===== src/rtl/alu_pkg.sv =====
// Shared definitions for the ALU share arbiter: ALU opcodes, default widths
// and the arbiter FSM state type.
package alu_pkg;

  localparam int ALU_DATA_W = 32;
  localparam int ALU_OP_W   = 4;

  localparam logic [3:0] OP_AND  = 4'b0000;
  localparam logic [3:0] OP_OR   = 4'b0001;
  localparam logic [3:0] OP_ADD  = 4'b0010;
  localparam logic [3:0] OP_SUB  = 4'b0110;
  localparam logic [3:0] OP_SLT  = 4'b0111;
  localparam logic [3:0] OP_MULT = 4'b1000;
  localparam logic [3:0] OP_NOR  = 4'b1100;
  localparam logic [3:0] OP_XOR  = 4'b1101;

  typedef enum logic {
    IDLE = 1'b0,
    BUSY = 1'b1
  } state_e;

endpackage


===== src/rtl/alu_rsp_slot.sv =====
// One-entry valid/ready response buffer holding an ALU result, zero flag and tag.
// A load in the same cycle as a drain refills the slot without a bubble.
module alu_rsp_slot #(
  parameter int DATA_W = 32,
  parameter int TAG_W  = 2
) (
  input  logic              clk,
  input  logic              rst_n,
  input  logic              load_i,
  input  logic [DATA_W-1:0] out_i,
  input  logic              zero_i,
  input  logic [TAG_W-1:0]  tag_i,
  input  logic              rsp_ready_i,
  output logic              rsp_valid_o,
  output logic [DATA_W-1:0] rsp_out_o,
  output logic              rsp_zero_o,
  output logic [TAG_W-1:0]  rsp_tag_o,
  output logic              free_o
);

  logic              valid_q, valid_d;
  logic [DATA_W-1:0] out_q, out_d;
  logic              zero_q, zero_d;
  logic [TAG_W-1:0]  tag_q, tag_d;

  assign free_o = !valid_q || rsp_ready_i;

  always_comb begin
    valid_d = valid_q;
    out_d   = out_q;
    zero_d  = zero_q;
    tag_d   = tag_q;
    if (load_i) begin
      valid_d = 1'b1;
      out_d   = out_i;
      zero_d  = zero_i;
      tag_d   = tag_i;
    end else if (valid_q && rsp_ready_i) begin
      valid_d = 1'b0;
    end
  end

  always_ff @(posedge clk) begin
    if (!rst_n) begin
      valid_q <= 1'b0;
      out_q   <= '0;
      zero_q  <= 1'b0;
      tag_q   <= '0;
    end else begin
      valid_q <= valid_d;
      out_q   <= out_d;
      zero_q  <= zero_d;
      tag_q   <= tag_d;
    end
  end

  assign rsp_valid_o = valid_q;
  assign rsp_out_o   = out_q;
  assign rsp_zero_o  = zero_q;
  assign rsp_tag_o   = tag_q;

endmodule


===== src/rtl/alu_share_arbiter.sv =====
// Round-robin arbiter sharing one external combinational ALU between the EX
// stage (port 0) and the branch/address helper (port 1); MULT holds the ALU.
module alu_share_arbiter
  import alu_pkg::*;
#(
  parameter int DATA_W      = ALU_DATA_W,
  parameter int OP_W        = ALU_OP_W,
  parameter int TAG_W       = 2,
  parameter int MULT_CYCLES = 3
) (
  input  logic              clk,
  input  logic              rst_n,

  input  logic              req0_valid,
  output logic              req0_ready,
  input  logic [OP_W-1:0]   req0_op,
  input  logic [DATA_W-1:0] req0_a,
  input  logic [DATA_W-1:0] req0_b,
  input  logic [TAG_W-1:0]  req0_tag,
  output logic              rsp0_valid,
  input  logic              rsp0_ready,
  output logic [DATA_W-1:0] rsp0_out,
  output logic              rsp0_zero,
  output logic [TAG_W-1:0]  rsp0_tag,

  input  logic              req1_valid,
  output logic              req1_ready,
  input  logic [OP_W-1:0]   req1_op,
  input  logic [DATA_W-1:0] req1_a,
  input  logic [DATA_W-1:0] req1_b,
  input  logic [TAG_W-1:0]  req1_tag,
  output logic              rsp1_valid,
  input  logic              rsp1_ready,
  output logic [DATA_W-1:0] rsp1_out,
  output logic              rsp1_zero,
  output logic [TAG_W-1:0]  rsp1_tag,

  output logic [OP_W-1:0]   alu_op,
  output logic [DATA_W-1:0] alu_a,
  output logic [DATA_W-1:0] alu_b,
  input  logic [DATA_W-1:0] alu_out,
  input  logic              alu_zero
);

  localparam bit MULT_HOLD = (MULT_CYCLES > 1);
  localparam int CNT_W     = (MULT_CYCLES > 2) ? $clog2(MULT_CYCLES) : 1;
  localparam logic [CNT_W-1:0] CNT_INIT = (MULT_CYCLES > 1) ? CNT_W'(MULT_CYCLES - 2) : '0;
  localparam logic [OP_W-1:0]  MULT_OP  = OP_W'(OP_MULT);

  // Per-port views so arbitration and slots can be indexed by port number.
  logic [1:0]        req_valid;
  logic [1:0]        req_ready;
  logic [1:0]        rsp_ready;
  logic [1:0]        rsp_valid;
  logic [1:0]        slot_free;
  logic [1:0]        elig;
  logic [1:0]        load;
  logic [OP_W-1:0]   req_op  [2];
  logic [DATA_W-1:0] req_a   [2];
  logic [DATA_W-1:0] req_b   [2];
  logic [TAG_W-1:0]  req_tag [2];
  logic [DATA_W-1:0] slot_out  [2];
  logic              slot_zero [2];
  logic [TAG_W-1:0]  slot_tag  [2];

  assign req_valid  = {req1_valid, req0_valid};
  assign rsp_ready  = {rsp1_ready, rsp0_ready};
  assign req_op[0]  = req0_op;
  assign req_op[1]  = req1_op;
  assign req_a[0]   = req0_a;
  assign req_a[1]   = req1_a;
  assign req_b[0]   = req0_b;
  assign req_b[1]   = req1_b;
  assign req_tag[0] = req0_tag;
  assign req_tag[1] = req1_tag;

  state_e            state_q, state_d;
  logic              rr_q, rr_d;
  logic [CNT_W-1:0]  cnt_q, cnt_d;
  logic              owner_q, owner_d;
  logic [OP_W-1:0]   lat_op_q, lat_op_d;
  logic [DATA_W-1:0] lat_a_q, lat_a_d;
  logic [DATA_W-1:0] lat_b_q, lat_b_d;
  logic [TAG_W-1:0]  lat_tag_q, lat_tag_d;

  logic              gnt_valid;
  logic              gnt_idx;
  logic [TAG_W-1:0]  load_tag;

  assign elig = req_valid & slot_free;

  always_comb begin
    state_d   = state_q;
    rr_d      = rr_q;
    cnt_d     = cnt_q;
    owner_d   = owner_q;
    lat_op_d  = lat_op_q;
    lat_a_d   = lat_a_q;
    lat_b_d   = lat_b_q;
    lat_tag_d = lat_tag_q;
    gnt_valid = 1'b0;
    gnt_idx   = 1'b0;
    load      = 2'b00;
    load_tag  = '0;
    alu_op    = '0;
    alu_a     = '0;
    alu_b     = '0;

    case (state_q)
      IDLE: begin
        // No grant is visible while reset is held, even with requests pending.
        if (rst_n) begin
          if (elig[0] && elig[1]) begin
            gnt_valid = 1'b1;
            gnt_idx   = rr_q;
          end else if (elig[0]) begin
            gnt_valid = 1'b1;
            gnt_idx   = 1'b0;
          end else if (elig[1]) begin
            gnt_valid = 1'b1;
            gnt_idx   = 1'b1;
          end
        end
        if (gnt_valid) begin
          rr_d   = ~gnt_idx;
          alu_op = req_op[gnt_idx];
          alu_a  = req_a[gnt_idx];
          alu_b  = req_b[gnt_idx];
          if (MULT_HOLD && (req_op[gnt_idx] == MULT_OP)) begin
            state_d   = BUSY;
            cnt_d     = CNT_INIT;
            owner_d   = gnt_idx;
            lat_op_d  = req_op[gnt_idx];
            lat_a_d   = req_a[gnt_idx];
            lat_b_d   = req_b[gnt_idx];
            lat_tag_d = req_tag[gnt_idx];
          end else begin
            load[gnt_idx] = 1'b1;
            load_tag      = req_tag[gnt_idx];
          end
        end
      end
      BUSY: begin
        alu_op = lat_op_q;
        alu_a  = lat_a_q;
        alu_b  = lat_b_q;
        // The owner's slot was free at grant and cannot refill meanwhile.
        if (cnt_q == '0) begin
          load[owner_q] = 1'b1;
          load_tag      = lat_tag_q;
          state_d       = IDLE;
        end else begin
          cnt_d = cnt_q - CNT_W'(1);
        end
      end
      default: state_d = IDLE;
    endcase
  end

  always_ff @(posedge clk) begin
    if (!rst_n) begin
      state_q   <= IDLE;
      rr_q      <= 1'b0;
      cnt_q     <= '0;
      owner_q   <= 1'b0;
      lat_op_q  <= '0;
      lat_a_q   <= '0;
      lat_b_q   <= '0;
      lat_tag_q <= '0;
    end else begin
      state_q   <= state_d;
      rr_q      <= rr_d;
      cnt_q     <= cnt_d;
      owner_q   <= owner_d;
      lat_op_q  <= lat_op_d;
      lat_a_q   <= lat_a_d;
      lat_b_q   <= lat_b_d;
      lat_tag_q <= lat_tag_d;
    end
  end

  genvar gi;
  generate
    for (gi = 0; gi < 2; gi++) begin : g_port
      assign req_ready[gi] = gnt_valid && (gnt_idx == 1'(gi));

      alu_rsp_slot #(
        .DATA_W (DATA_W),
        .TAG_W  (TAG_W)
      ) u_slot (
        .clk         (clk),
        .rst_n       (rst_n),
        .load_i      (load[gi]),
        .out_i       (alu_out),
        .zero_i      (alu_zero),
        .tag_i       (load_tag),
        .rsp_ready_i (rsp_ready[gi]),
        .rsp_valid_o (rsp_valid[gi]),
        .rsp_out_o   (slot_out[gi]),
        .rsp_zero_o  (slot_zero[gi]),
        .rsp_tag_o   (slot_tag[gi]),
        .free_o      (slot_free[gi])
      );
    end
  endgenerate

  assign req0_ready = req_ready[0];
  assign req1_ready = req_ready[1];
  assign rsp0_valid = rsp_valid[0];
  assign rsp1_valid = rsp_valid[1];
  assign rsp0_out   = slot_out[0];
  assign rsp1_out   = slot_out[1];
  assign rsp0_zero  = slot_zero[0];
  assign rsp1_zero  = slot_zero[1];
  assign rsp0_tag   = slot_tag[0];
  assign rsp1_tag   = slot_tag[1];

endmodule


===== config.mk =====
export PLATFORM = sky130hd
export DESIGN_NAME = alu_share_arbiter
export DESIGN_NICKNAME = d
export VERILOG_FILES = /design/src/rtl/alu_pkg.sv /design/src/rtl/alu_rsp_slot.sv /design/src/rtl/alu_share_arbiter.sv
export SDC_FILE = /design/constraint.sdc
export NUM_CORES = 1
export LEC_CHECK = 0
export CORE_ASPECT_RATIO = 1.2
export CORE_MARGIN = 5
export CORE_UTILIZATION = 30
export CTS_CLUSTER_SIZE = 20
export DETAILED_ROUTE_END_ITERATION = 10
export HOLD_SLACK_MARGIN = 0.06
export PLACE_DENSITY = 0.7
export SETUP_SLACK_MARGIN = 0.2
export SLEW_MARGIN = 20
export SYNTH_ARGS = -nofsm -noshare
export SYNTH_HDL_FRONTEND = slang
export SYNTH_HIERARCHICAL = 1
export SYNTH_SLANG_ARGS = --single-unit

===== constraint.sdc =====
create_clock -name clk -period 2.6 [get_ports clk]
set_clock_uncertainty 0.15 [all_clocks]
set_input_delay 0.39 -clock clk [delete_from_list [all_inputs] [get_ports clk]]
set_output_delay 0.39 -clock clk [all_outputs]
set_load 0.02 [all_outputs]

==> impl_metrics.tcl <==
set metrics [dict create \
    cp.required_ns 2.06 \
    cts_sinks 147 \
    synthCells 737 \
    cts_tree "built" \
    grt_pass1_wl_um 39200 \
    path_max_fanout 8 \
    maxCapViolCount 0 \
    area_growth_pct 91.4 \
    rsz0062_at_grt "true" \
    synth_top_area_share_pct 41.8 \
    cts_hold_buffers 0 \
    status "finished, final reports clean" \
    power.leakage_nw 5.08 \
    relSlewSlack_pct 55.4 \
    p_per_area_nw_per_um2 494 \
    layout_commonest_cell "clkdlybuf4s50_1" \
    placementRows 61 \
    grt_pass1_vias 7341 \
    core_sq_um 23100 \
    netlist_area_sq_um 7040 \
    dieWidth_um 150 \
    hold_path_class "in2reg" \
    max_freq_mhz 388 \
    clk_path_buf_depth 2 \
    cts-buffers-inserted 17 \
    grt_usage_pct 18.7 \
    cts-htree-levels 4 \
    clk_pin_slew_ns 0.07 \
    setup_viol 0 \
    die_y_um 178 \
    fin_nets 1387 \
    yosysWarnings 6 \
    finalMaxSlewViolations 0 \
    drt_iter0_markers 205 \
    die-area_sq_um 26700 \
    io_pins 321 \
    antenna_found_initial 5 \
    drtAntennaViolNets 0 \
    gr-total-overflow 0 \
    yosysUniqueCellTypes 36 \
    wirelength_um 27400 \
    hold-worst-slack_ns 0.272 \
    drive_above_1_share_pct 32.5 \
    max-vdd-ir-drop_mv 0.406 \
    grt_max_degree 66 \
    place_area_sq_um 11100 \
    arrival_ns 2.04 \
    wl_per_cell_um 17.8 \
    syn-num-nets 917 \
    vias 7162 \
    crit_type "reg2out" \
    ys_ff_latch 147 \
    fin_tns_setup_ns 0 \
    hold_viol_final 0 \
    synth.area.top_cells "dfxtp_1 42%, mux2i_1 29%, nand2_1 7.5%" \
    worst_pin_slew_ns 0.670 \
    final.min_clock_period_ns 2.58 \
    final_cell_mix "245 x clkdlybuf4s50_1, 186 x buf_4, 144 x dfxtp_1" \
    via_per_inst 4.66 \
    yosysTopAreaCell "dfxtp_1" \
    period_share_pct 99.2 \
    final_area_sq_um 13500 \
    drtPass1Iterations 4 \
    gp_routability_congestion 0.775 \
    ys_seq_area_share_pct 41.8 \
    end_kind "output port" \
    syn_avg_cell_area_sq_um 9.56 \
    drc 0 \
    clockRootBuffer "clkbuf_16" \
    stdcell_count 1536 \
    initial_core_util_pct 30.5 \
    dp.cells 1409 \
    clkLatencyLatePin_ns 0.42 \
    setup.worst_path.start_class "flop" \
    numPortBuffers 320 \
    dpl.hpwl_um 17200 \
]
cells in the mapped netlist, drive strengths merged:
| master | count |
|---|---|
| ha | 1 |
| nor4b | 2 |
| o21a | 2 |
| a21oi | 2 |
| mux2i | 203 |
| and3 | 4 |
| o31a | 1 |
| nor3b | 3 |
| o21ai | 75 |
| a21boi | 5 |
| nand2b | 2 |
| nand2 | 142 |
| nor2 | 4 |
| and3b | 1 |
| o41ai | 1 |
| buf | 24 |
| nand3b | 2 |
| o2111ai | 1 |
| nand3 | 7 |
| o22ai | 1 |
| inv | 5 |
| dfxtp | 147 |
| a211o | 1 |
| o31ai | 1 |
| clkbuf | 28 |
| a211oi | 1 |
| nor2b | 71 |
layer usage:
| metal | vias to the layer above | wire, um | track usage [%] |
|---|---|---|---|
| met3 | 33 | 1860 | 5.62 |
| met1 | 3410 | 10700 | 21.4 |
| li1 | 3490 | - | - |
| met5 | - | 28 | 0 |
| met4 | 6 | 459 | 5.53 |
| met2 | 223 | 14300 | 33.3 |
timing repair:
item | CTS | global route
pin swaps | 6 | 12
setup buffers | 59 | 21
gates cloned | 5 | 9
hold endpoints to repair | 0 | 0
endpoints found under the setup margin | 106 | 106
resized for setup | 433 | 136
worst paths after layout:
kind | start | to | slack (ns) | cells past startpoint
max | g_port[0].u_slot/rsp_valid_o | alu_a[9] | 0.02 | 8
min | rsp0_ready | g_port[0].u_slot/rsp_valid_o | 0.27 | 3
max reg2reg | g_port[0].u_slot/rsp_valid_o | g_port[0].u_slot/rsp_out_o[13] | 0.27 | 12
min reg2reg | lat_b_q[21] | lat_b_q[21] | 0.31 | 2
through the flow:
step	total power (W)	worst slack, ns	util (%)
after floorplan	0.00305	0.212	-
after global placement	0.00382	-0.645	48.2
after detailed placement	0.00384	-0.670	48.2
after CTS	0.00650	0.0196	54.4
after global routing	0.00695	-0.0363	58.3
final	0.00666	0.0211	58.3
cell families after synthesis:
| logic type | share of synthesized area, % |
|---|---|
| adders and majority gates | 0.178 |
| and+or+nand+nor | 16.3 |
| buffers and inverters | 5.86 |
| muxes | 28.9 |
| AOI/OAI and AO/OA | 7.07 |
| DFF | 41.8 |
layout make-up:
type,instances,area [sq um]
antenna,1,2.50
clock buffer,18,429
clock inverter,14,143
fill,1947,9640
inverter,5,18.8
multi-input combinational,534,4580
sequential,147,2950
tap,315,394
timing repair buffer,502,4960
sequential cells by signal, summed over array words and instances (netlist names):
name / cells
g_port.u_slot/rsp_out_o: 64
lat_a_q: 32
lat_b_q: 32
g_port.u_slot/rsp_tag_o: 4
lat_op_q: 4
cnt_q: 2
g_port.u_slot/rsp_valid_o: 2
g_port.u_slot/rsp_zero_o: 2
lat_tag_q: 2
owner_q: 1
rr_q: 1
state_q: 1
critical path, cell delays in order (launching register included):
cell      delay (ns)
dfxtp_2         0.35
nand2b_4        0.07
and3b_2         0.23
nor2_4          0.10
buf_12          0.16
buf_16          0.18
mux2i_2         0.25
o21ai_1         0.11
buf_4           0.16
where the power goes:
part           switching (W)  internal, W
Combinational       0.000796      0.00108
Clock                0.00113      0.00127
Sequential         0.0000451      0.00234
No activity file was read; power rests on OpenSTA's default activity.
